$ cat src/rtl/baccarat_hand_engine.sv
// baccarat_hand_engine
//   Punto banco hand sequencer. Each step pulse captures the dealer's
//   current rank into the next hand slot (P1, B1, P2, B2). The engine then
//   applies the natural check, the player third-card rule and the banker
//   third-card table, scores the hand and latches the winner flags.
//
//   Ports
//     clock       system clock
//     resetb      asynchronous active-low reset
//     step        single-cycle deal/advance request
//     new_card    rank from dealer, 1..13 (other codes score as 0)
//     pcard1..3   player card ranks, 0 = empty slot
//     dcard1..3   banker card ranks, 0 = empty slot
//     pscore      player score 0..9 (combinational from the card slots)
//     dscore      banker score 0..9 (combinational from the card slots)
//     player_win  registered, player total >= banker total
//     dealer_win  registered, banker total >= player total
//     done        registered, round complete
//
//   Handshake: step is a plain strobe with no back-pressure. It is acted on
//   only in the deal states and in DONE; in CHK_NAT, CHK_D3 and SCORE it is
//   dropped, not queued.
module baccarat_hand_engine (
   input  logic       clock,
   input  logic       resetb,
   input  logic       step,
   input  logic [3:0] new_card,
   output logic [3:0] pcard1,
   output logic [3:0] pcard2,
   output logic [3:0] pcard3,
   output logic [3:0] dcard1,
   output logic [3:0] dcard2,
   output logic [3:0] dcard3,
   output logic [3:0] pscore,
   output logic [3:0] dscore,
   output logic       player_win,
   output logic       dealer_win,
   output logic       done
);

   typedef enum logic [3:0] {
      DEAL_P1 = 4'd0,
      DEAL_D1 = 4'd1,
      DEAL_P2 = 4'd2,
      DEAL_D2 = 4'd3,
      CHK_NAT = 4'd4,
      DEAL_P3 = 4'd5,
      CHK_D3  = 4'd6,
      DEAL_D3 = 4'd7,
      SCORE   = 4'd8,
      DONE    = 4'd9
   } state_t;

   // Current state is kept as a named signal so checkers can bind to it.
   state_t state, state_nxt;

   logic [3:0] pcard1_nxt, pcard2_nxt, pcard3_nxt;
   logic [3:0] dcard1_nxt, dcard2_nxt, dcard3_nxt;
   logic       player_win_nxt, dealer_win_nxt, done_nxt;

   // Face value: ranks 1..9 count as themselves, everything else is 0.
   function automatic logic [4:0] card_val(input logic [3:0] rank);
      return (rank >= 4'd1 && rank <= 4'd9) ? {1'b0, rank} : 5'd0;
   endfunction

   // Sum of three values is at most 27, so two subtraction steps suffice.
   function automatic logic [3:0] mod10(input logic [4:0] s);
      logic [4:0] r;
      if (s >= 5'd20)      r = s - 5'd20;
      else if (s >= 5'd10) r = s - 5'd10;
      else                 r = s;
      return r[3:0];
   endfunction

   // Banker third-card table, given the banker score and the player's
   // third card value.
   function automatic logic banker_draws(input logic [3:0] bs, input logic [4:0] p3v);
      logic d;
      case (bs)
         4'd0, 4'd1, 4'd2: d = 1'b1;
         4'd3:             d = (p3v != 5'd8);
         4'd4:             d = (p3v >= 5'd2) && (p3v <= 5'd7);
         4'd5:             d = (p3v >= 5'd4) && (p3v <= 5'd7);
         4'd6:             d = (p3v >= 5'd6) && (p3v <= 5'd7);
         default:          d = 1'b0;
      endcase
      return d;
   endfunction

   assign pscore = mod10(card_val(pcard1) + card_val(pcard2) + card_val(pcard3));
   assign dscore = mod10(card_val(dcard1) + card_val(dcard2) + card_val(dcard3));

   always_ff @(posedge clock or negedge resetb) begin
      if (!resetb) begin
         state      <= DEAL_P1;
         pcard1     <= 4'd0;
         pcard2     <= 4'd0;
         pcard3     <= 4'd0;
         dcard1     <= 4'd0;
         dcard2     <= 4'd0;
         dcard3     <= 4'd0;
         player_win <= 1'b0;
         dealer_win <= 1'b0;
         done       <= 1'b0;
      end else begin
         state      <= state_nxt;
         pcard1     <= pcard1_nxt;
         pcard2     <= pcard2_nxt;
         pcard3     <= pcard3_nxt;
         dcard1     <= dcard1_nxt;
         dcard2     <= dcard2_nxt;
         dcard3     <= dcard3_nxt;
         player_win <= player_win_nxt;
         dealer_win <= dealer_win_nxt;
         done       <= done_nxt;
      end
   end

   always_comb begin
      state_nxt      = state;
      pcard1_nxt     = pcard1;
      pcard2_nxt     = pcard2;
      pcard3_nxt     = pcard3;
      dcard1_nxt     = dcard1;
      dcard2_nxt     = dcard2;
      dcard3_nxt     = dcard3;
      player_win_nxt = player_win;
      dealer_win_nxt = dealer_win;
      done_nxt       = done;

      case (state)
         DEAL_P1: if (step) begin pcard1_nxt = new_card; state_nxt = DEAL_D1; end
         DEAL_D1: if (step) begin dcard1_nxt = new_card; state_nxt = DEAL_P2; end
         DEAL_P2: if (step) begin pcard2_nxt = new_card; state_nxt = DEAL_D2; end
         DEAL_D2: if (step) begin dcard2_nxt = new_card; state_nxt = CHK_NAT; end
         CHK_NAT: begin
            if (pscore >= 4'd8 || dscore >= 4'd8) state_nxt = SCORE;
            else if (pscore <= 4'd5)              state_nxt = DEAL_P3;
            else if (dscore <= 4'd5)              state_nxt = DEAL_D3;
            else                                  state_nxt = SCORE;
         end
         DEAL_P3: if (step) begin pcard3_nxt = new_card; state_nxt = CHK_D3; end
         CHK_D3: begin
            if (banker_draws(dscore, card_val(pcard3))) state_nxt = DEAL_D3;
            else                                        state_nxt = SCORE;
         end
         DEAL_D3: if (step) begin dcard3_nxt = new_card; state_nxt = SCORE; end
         SCORE: begin
            player_win_nxt = (pscore >= dscore);
            dealer_win_nxt = (dscore >= pscore);
            done_nxt       = 1'b1;
            state_nxt      = DONE;
         end
         DONE: begin
            // The clearing step starts a fresh round but does not deal.
            if (step) begin
               pcard1_nxt     = 4'd0;
               pcard2_nxt     = 4'd0;
               pcard3_nxt     = 4'd0;
               dcard1_nxt     = 4'd0;
               dcard2_nxt     = 4'd0;
               dcard3_nxt     = 4'd0;
               player_win_nxt = 1'b0;
               dealer_win_nxt = 1'b0;
               done_nxt       = 1'b0;
               state_nxt      = DEAL_P1;
            end
         end
         default: begin
            pcard1_nxt     = 4'd0;
            pcard2_nxt     = 4'd0;
            pcard3_nxt     = 4'd0;
            dcard1_nxt     = 4'd0;
            dcard2_nxt     = 4'd0;
            dcard3_nxt     = 4'd0;
            player_win_nxt = 1'b0;
            dealer_win_nxt = 1'b0;
            done_nxt       = 1'b0;
            state_nxt      = DEAL_P1;
         end
      endcase
   end

endmodule
$ cat config.mk
export PLATFORM = sky130hd
export DESIGN_NAME = baccarat_hand_engine
export DESIGN_NICKNAME = d
export VERILOG_FILES = /design/src/rtl/baccarat_hand_engine.sv
export SDC_FILE = /design/constraint.sdc
export NUM_CORES = 1
export LEC_CHECK = 0
export CAP_MARGIN = 20
export CELL_PAD_IN_SITES_DETAIL_PLACEMENT = 1
export CELL_PAD_IN_SITES_GLOBAL_PLACEMENT = 2
export CORE_ASPECT_RATIO = 1.2
export CORE_MARGIN = 3
export CORE_UTILIZATION = 35
export DETAILED_ROUTE_END_ITERATION = 16
export PLACE_DENSITY = 0.9
export SYNTH_ARGS = -nofsm -noshare
export SYNTH_HDL_FRONTEND = slang
export SYNTH_SLANG_ARGS = --single-unit
export TNS_END_PERCENT = 1
$ cat constraint.sdc
create_clock -name clock -period 12.58 [get_ports clock]
set_input_delay 1.258 -clock clock [delete_from_list [all_inputs] [get_ports clock]]
set_output_delay 1.258 -clock clock [all_outputs]
set_load 0.05 [all_outputs]
==> metrics.md, run 1 <==
| Metric | Value |
|---|---|
| Setup bufs post-CTS | `0` |
| Least-Margin Pin Slew | `0.7675 ns` |
| Mapped Nets | `~370` |
| Reg2reg end | `dealer_win` |
| Status | `finished, final reports clean` |
| Endpoints failing hold | `0` |
| Setup_tns | `0 ns` |
| Max FO, Critical Path | `8` |
| Final #Nets | `roughly 400` |
| DRT Pass-1 Iters | `4` |
| WHS | `0.4936 ns` |
| Worst clock skew | `0.006281 ns` |
| Final Max Slew Viols | `0` |
| Rel. slew slack | `around half` |
| # DRC | `0` |
| Tot GR Track Use | `18.76%` |
| Clock Tree Buf Depth | `2` |
| Initial antenna violation count | `0` |
| Post-synth EDFFs | `0` |
| Antenna diode count | `0` |
| WL/cell | `~17 µm` |
| PostCTS Resize Cnt | `0` |
| Via count | `2,564` |
| Synth warn | `0` |
| Gr ovfl total | `0` |
| DR vias/cell | `approximately 5.5` |
| Share of layout cells above drive strength 1 | `roughly 5.6%` |
| Setup crit start kind | `register` |
| Final WL | `7781 µm` |
| H-tree levels | `2` |
| Maxcap violations | `0` |
| Reg2reg path depth | `18` |
| Sequential share of the synthesized area | `between 20% and 30%` |
| Worst r2r src | `pcard1[3]` |
| Iteration-0 DRC Markers | `between 100 and 150` |
| IO Pins | `42` |
| # setup viols final | `0` |
| Initial Util | `a little over a third` |
| Critical path class | `reg2out` |
| Fill cells | `about 920` |
| Hpwl dp | `around 6200 µm` |
| R2R Setup Slk | `8.00 ns` |
| Cell Area, Synth | `about 2700 µm²` |
| CP arrival | `approximately 4.8 ns` |
| Critical Path Sink | `pscore[1]` |
| Num rows | `34` |
| GPL Wtd Cong | `roughly 0.82` |
| Crit. End Element | `primary output` |
| Layout Area Growth over Synthesis | `19.45%` |
| Die area | `approximately 9000 µm²` |
| WP data required | `between 10 and 15 ns` |
| Syn_area_per_cell | `about 8.1 µm²` |
| Total CTS buffers | `5` |
| Syn Inst Count | `about 340` |
| Largest net degree at the start of global routing | `32` |
| First-pass GRT wire length | `13,110 µm` |
| Post-synth top flop | `dfrtp_1` |
| Async SR Flop Fraction | `between 90% and 100%` |
| Most common cell after layout, fill and taps aside | `nand2_1` |
| Clock-pin slew on the worst setup and hold paths | `about 0.070 ns` |
| Core Footprint | `~7400 µm²` |
| Critical path origin | `pcard1[3]` |
| RSZ-0062 raised after global routing | `no` |
| Yosys cell types | `56` |
| Die width | `around 86 µm` |
| Root buf cell | `clkbuf_8` |
| Antenna Violating Nets Remaining | `0` |
| Clk sink count | `31` |
| Hold/Removal Path Class | `reg2reg` |
| Seq cells post-synth | `31` |
| Vias in the first global route | `2,593` |
| Clk Latency, worst-skew pair | `approximately 0.28 ns` |
| I/O Buffers | `41` |
| Tcrit/Tclk final | `~48%` |
| FMAX | `between 0.15 and 0.2 GHz` |
| Most frequent cells in the layout | `60 x nand2_1, 41 x clkdlybuf4s50_1, 38 x o21ai_0` |
| Hold-fix buffer count after cts | `0` |
| Die height | `102.4 µm` |
| CTS tree | `built` |
| Min Clock Period, post-route | `6.010 ns` |
## cells by family after synthesis
| group | synth area share (%) |
|---|---|
| AOI/OAI and AO/OA | 20.89 |
| xor gates and xnor gates | 1.294 |
| and+or+nand+nor | 25.32 |
| adders and majority gates | 14.69 |
| muxes | 1.201 |
| buffers and inverters | 7.948 |
| DFF | 28.65 |
## worst max-delay path: stages (launching register included)
cell and delay (ns):
dfrtp_1 0.42, nand2b_1 0.19, fa_1 0.54, inv_1 0.04
ha_1 0.22, fa_1 0.38, xor2_1 0.45, inv_1 0.16
ha_1 0.21, and3b_1 0.21, or4_1 0.40, a211o_1 0.31
o211ai_2 0.11, clkdlybuf4s50_1 0.84
## flip-flops by register name (all words and copies together) (netlist names), 4 cells and up
register  flops
dcard1        4
dcard2        4
dcard3        4
pcard1        4
pcard2        4
pcard3        4
state         4
## worst min-delay path by stage
| stage | start | endpoint | slack (ns) | cells after the start |
|---|---|---|---|---|
| after floorplan | state[0] | done | 0.60 | 3 |
| after CTS | player_win | player_win | 0.50 | 2 |
| after global placement | done | done | 0.48 | 2 |
| after global routing | player_win | player_win | 0.54 | 2 |
| final | player_win | player_win | 0.49 | 2 |
| after detailed placement | player_win | player_win | 0.49 | 2 |
## synth_stat cells, drive strengths merged, types with 3 or more instances
cell type | count | area [µm²]
and3 | 3 | 20.02
nor2 | 18 | 67.56
or4 | 3 | 26.27
nand2b | 6 | 37.54
and2 | 3 | 18.77
o31ai | 3 | 22.52
fa | 10 | 200.2
nand2 | 60 | 225.2
clkbuf | 7 | 86.33
nor3 | 10 | 50.05
inv | 33 | 123.9
a211oi | 3 | 22.52
o21ai | 39 | 195.2
o211ai | 6 | 50.05
nand3 | 15 | 75.07
ha | 15 | 187.7
dfrtp | 31 | 775.7
nor3b | 3 | 22.52
a21oi | 12 | 60.06
a211o | 3 | 26.28
nand4 | 3 | 18.77
nor2b | 7 | 43.79
## cell type report
type | instances | area, µm² | share of cell area, %
multi-input cells | 263 | 1717 | 53.08
flip-flops and latches | 31 | 775.7 | 23.98
repair buffers | 42 | 417.9 | 12.92
inverters | 33 | 123.9 | 3.830
well taps | 90 | 112.6 | 3.482
clock buffers | 6 | 82.58 | 2.553
clock inverters | 1 | 5.005 | 0.1547
## per-stage QoR
stage                     instances  area (µm²)  setup WS (ns)  utilization (%)
after floorplan                 335        2708          7.560                -
after global placement          459        3147          7.026            42.51
after detailed placement        459        3147          6.881            42.51
after CTS                       466        3234          6.576            43.70
after global routing            466        3234          6.321            43.70
final                           466        3234          6.570            43.70
## layer usage
metal / GRT usage, % / routed length [µm]
met3: 2.419 / 215
met1: 25.00 / 3516
met4: 5.156 / 147
met2: 32.05 / 3902
met5: 0 / 0
Power of run 1 is not shown: default switching activity piles up to over one toggle a cycle in this logic, so the estimate is an artifact.
==> run 2: changes to the inputs <==
--- a/config.mk
+++ b/config.mk
@@ -10,9 +10,9 @@
 export CELL_PAD_IN_SITES_GLOBAL_PLACEMENT = 2
 export CORE_ASPECT_RATIO = 1.2
 export CORE_MARGIN = 3
-export CORE_UTILIZATION = 35
+export CORE_UTILIZATION = 32
 export DETAILED_ROUTE_END_ITERATION = 16
-export PLACE_DENSITY = 0.9
+export PLACE_DENSITY = 0.83
 export SYNTH_ARGS = -nofsm -noshare
 export SYNTH_HDL_FRONTEND = slang
 export SYNTH_SLANG_ARGS = --single-unit
==> constraint.sdc (replaced) <==
create_clock -name clock -period 5.95 [get_ports clock]
set_input_delay 0.595 -clock clock [delete_from_list [all_inputs] [get_ports clock]]
set_output_delay 0.595 -clock clock [all_outputs]
set_load 0.05 [all_outputs]
==> metrics.md, run 2 (synthesis results as in run 1) <==
| Metric | Value |
|---|---|
| Total CTS buffers | `5` |
| Final WL | `7932 µm` |
| Most common cell after layout, fill and taps aside | `nand2_1` |
| Share of layout cells above drive strength 1 | `around 5.8%` |
| Initial antenna violation count | `0` |
| Clock-pin slew on the worst setup and hold paths | `about 0.080 ns` |
| R2R Setup Slk | `~1.4 ns` |
| Fill cells | `between 1,000 and 1,500` |
| PostCTS Resize Cnt | `0` |
| Vias in the first global route | `2,697` |
| CP top delay family | `adder cells` |
| Crit. End Element | `primary output` |
| Antenna Violating Nets Remaining | `0` |
| # setup viols final | `0` |
| Clk sink count | `31` |
| Core Footprint | `around 8000 µm²` |
| WL met3 | `~250 µm` |
| CP max-delay cell | `clkdlybuf4s50_1` |
| Hold/Removal Path Class | `reg2reg` |
| Max FO, Critical Path | `8` |
| Antenna diode count | `0` |
| Iteration-0 DRC Markers | `between 100 and 150` |
| Layout Utilization | `between 30% and 40%` |
| Area of the multi-input gates | `1717 µm²` |
| DRT Pass-1 Iters | `4` |
| Status | `finished, final reports clean` |
| WP data required | `between 5 and 6 ns` |
| Maxcap violations | `0` |
| Rel. slew slack | `48.76%` |
| Least-Margin Pin Slew | `0.7618 ns` |
| Hold-fix buffer count after cts | `0` |
| DR vias/cell | `about 5.2` |
| Die width | `about 90 µm` |
| Setup bufs post-CTS | `0` |
| Critical path class | `reg2out` |
| Slowest stage delay, CP | `0.84 ns` |
| Most frequent cells in the layout | `60 x nand2_1, 41 x clkdlybuf4s50_1, 38 x o21ai_0` |
| First-pass GRT wire length | `between 10,000 and 15,000 µm` |
| Die area | `a little under 10,000 µm²` |
| Max Used Layer | `met4` |
| Largest net degree at the start of global routing | `32` |
| Initial Util | `33.03%` |
| Met1 WL | `between 3000 and 4000 µm` |
| H-tree levels | `2` |
| Gr ovfl total | `0` |
| Worst path bufs/invs | `3` |
| Crit-path cells | `nand2b_1 -> fa_1 -> inv_1 -> ha_1 -> fa_1 -> xor2_1 -> inv_1 -> ha_1 -> and3b_1 -> or4_1 -> a211o_1 -> o211ai_2 -> clkdlybuf4s50_1` |
| CTS tree | `built` |
| Num rows | `36` |
| Fin worst setup slack | `roughly 0.6 ns` |
| IO Pins | `42` |
| FMAX | `between 0.15 and 0.2 GHz` |
| Final #Nets | `approximately 400` |
| Setup_tns | `0 ns` |
| RSZ-0062 raised after global routing | `no` |
| Final Max Slew Viols | `0` |
| Hpwl dp | `6318 µm` |
| Tot GR Track Use | `around 17%` |
| Min Clock Period, post-route | `~5.4 ns` |
| Setup crit start kind | `register` |
| # DRC | `0` |
| Layout Area Growth over Synthesis | `20.61%` |
| Worst clock skew | `around 0.007 ns` |
| Root buf cell | `clkbuf_8` |
| WL/cell | `roughly 16 µm` |
| Clock Tree Buf Depth | `2` |
| DR WL met2 | `3954 µm` |
| Tcrit/Tclk final | `between 90% and 100%` |
| Placement Setup Slack | `0.9302 ns` |
| CP arrival | `between 4 and 5 ns` |
| GPL Wtd Cong | `roughly 0.83` |
| Clk Latency, worst-skew pair | `0.29 ns` |
| Die height | `106.8 µm` |
| I/O Buffers | `41` |
| Register area | `775.7 µm²` |
| Endpoints failing hold | `0` |
| Via count | `2,568` |
## run 2: cell count changes in the layout (fill, tap and decap cells not counted)
| cell | previous run | this run |
|---|---|---|
| clkinvlp_4 | 0 | 2 |
| clkbuf_8 | 6 | 5 |
## run 2: final cells by class
type / count / share of cell area (%)
Multi-Input combinational cell: 263 / 52.57
Sequential cell: 31 / 23.75
Inverter: 33 / 3.793
Timing Repair Buffer: 42 / 12.80
Clock inverter: 3 / 0.6130
Clock buffer: 5 / 2.107
Tap cell: 114 / 4.368
## run 2: final timing paths
path,start,end,cells after the start
setup / recovery,pcard1[3],pscore[1],13
hold / removal,done,done,2
setup reg to reg,dcard1[1],dealer_win,15
hold reg to reg,done,done,2
max in group asynchronous,resetb,done,2
min in group asynchronous,resetb,dealer_win,2
## run 2: worst register-to-register path: stages (launching register included)
cell     delay, ns
dfrtp_1       0.41
nor2b_1       0.25
fa_1          0.43
ha_1          0.24
fa_1          0.38
xor2_1        0.48
inv_1         0.19
ha_1          0.35
o311a_2       0.39
a21oi_1       0.33
inv_1         0.12
ha_1          0.31
o21a_1        0.11
nor2_1        0.09
a21oi_1       0.06
a221o_1       0.34
## run 2: per-stage QoR
stage / cell area [µm²] / cells / hold slack, ns
2_1_floorplan: 2708 / 335 / 0.2994
3_3_place_gp: 3177 / 483 / 0.4616
3_5_place_dp: 3177 / 483 / 0.4740
4_1_cts: 3266 / 491 / 0.4915
5_1_grt: 3266 / 491 / 0.5168
6_report: 3266 / 491 / 0.4882
## run 2: per-layer routing
| layer | track usage (%) | vias to the layer above |
|---|---|---|
| met5 | 0 | - |
| met4 | 4.814 | 0 |
| met1 | 22.81 | 1253 |
| met2 | 29.95 | 50 |
| met3 | 2.246 | 6 |
| li1 | - | 1259 |
Power of run 2 is left out for the same reason.
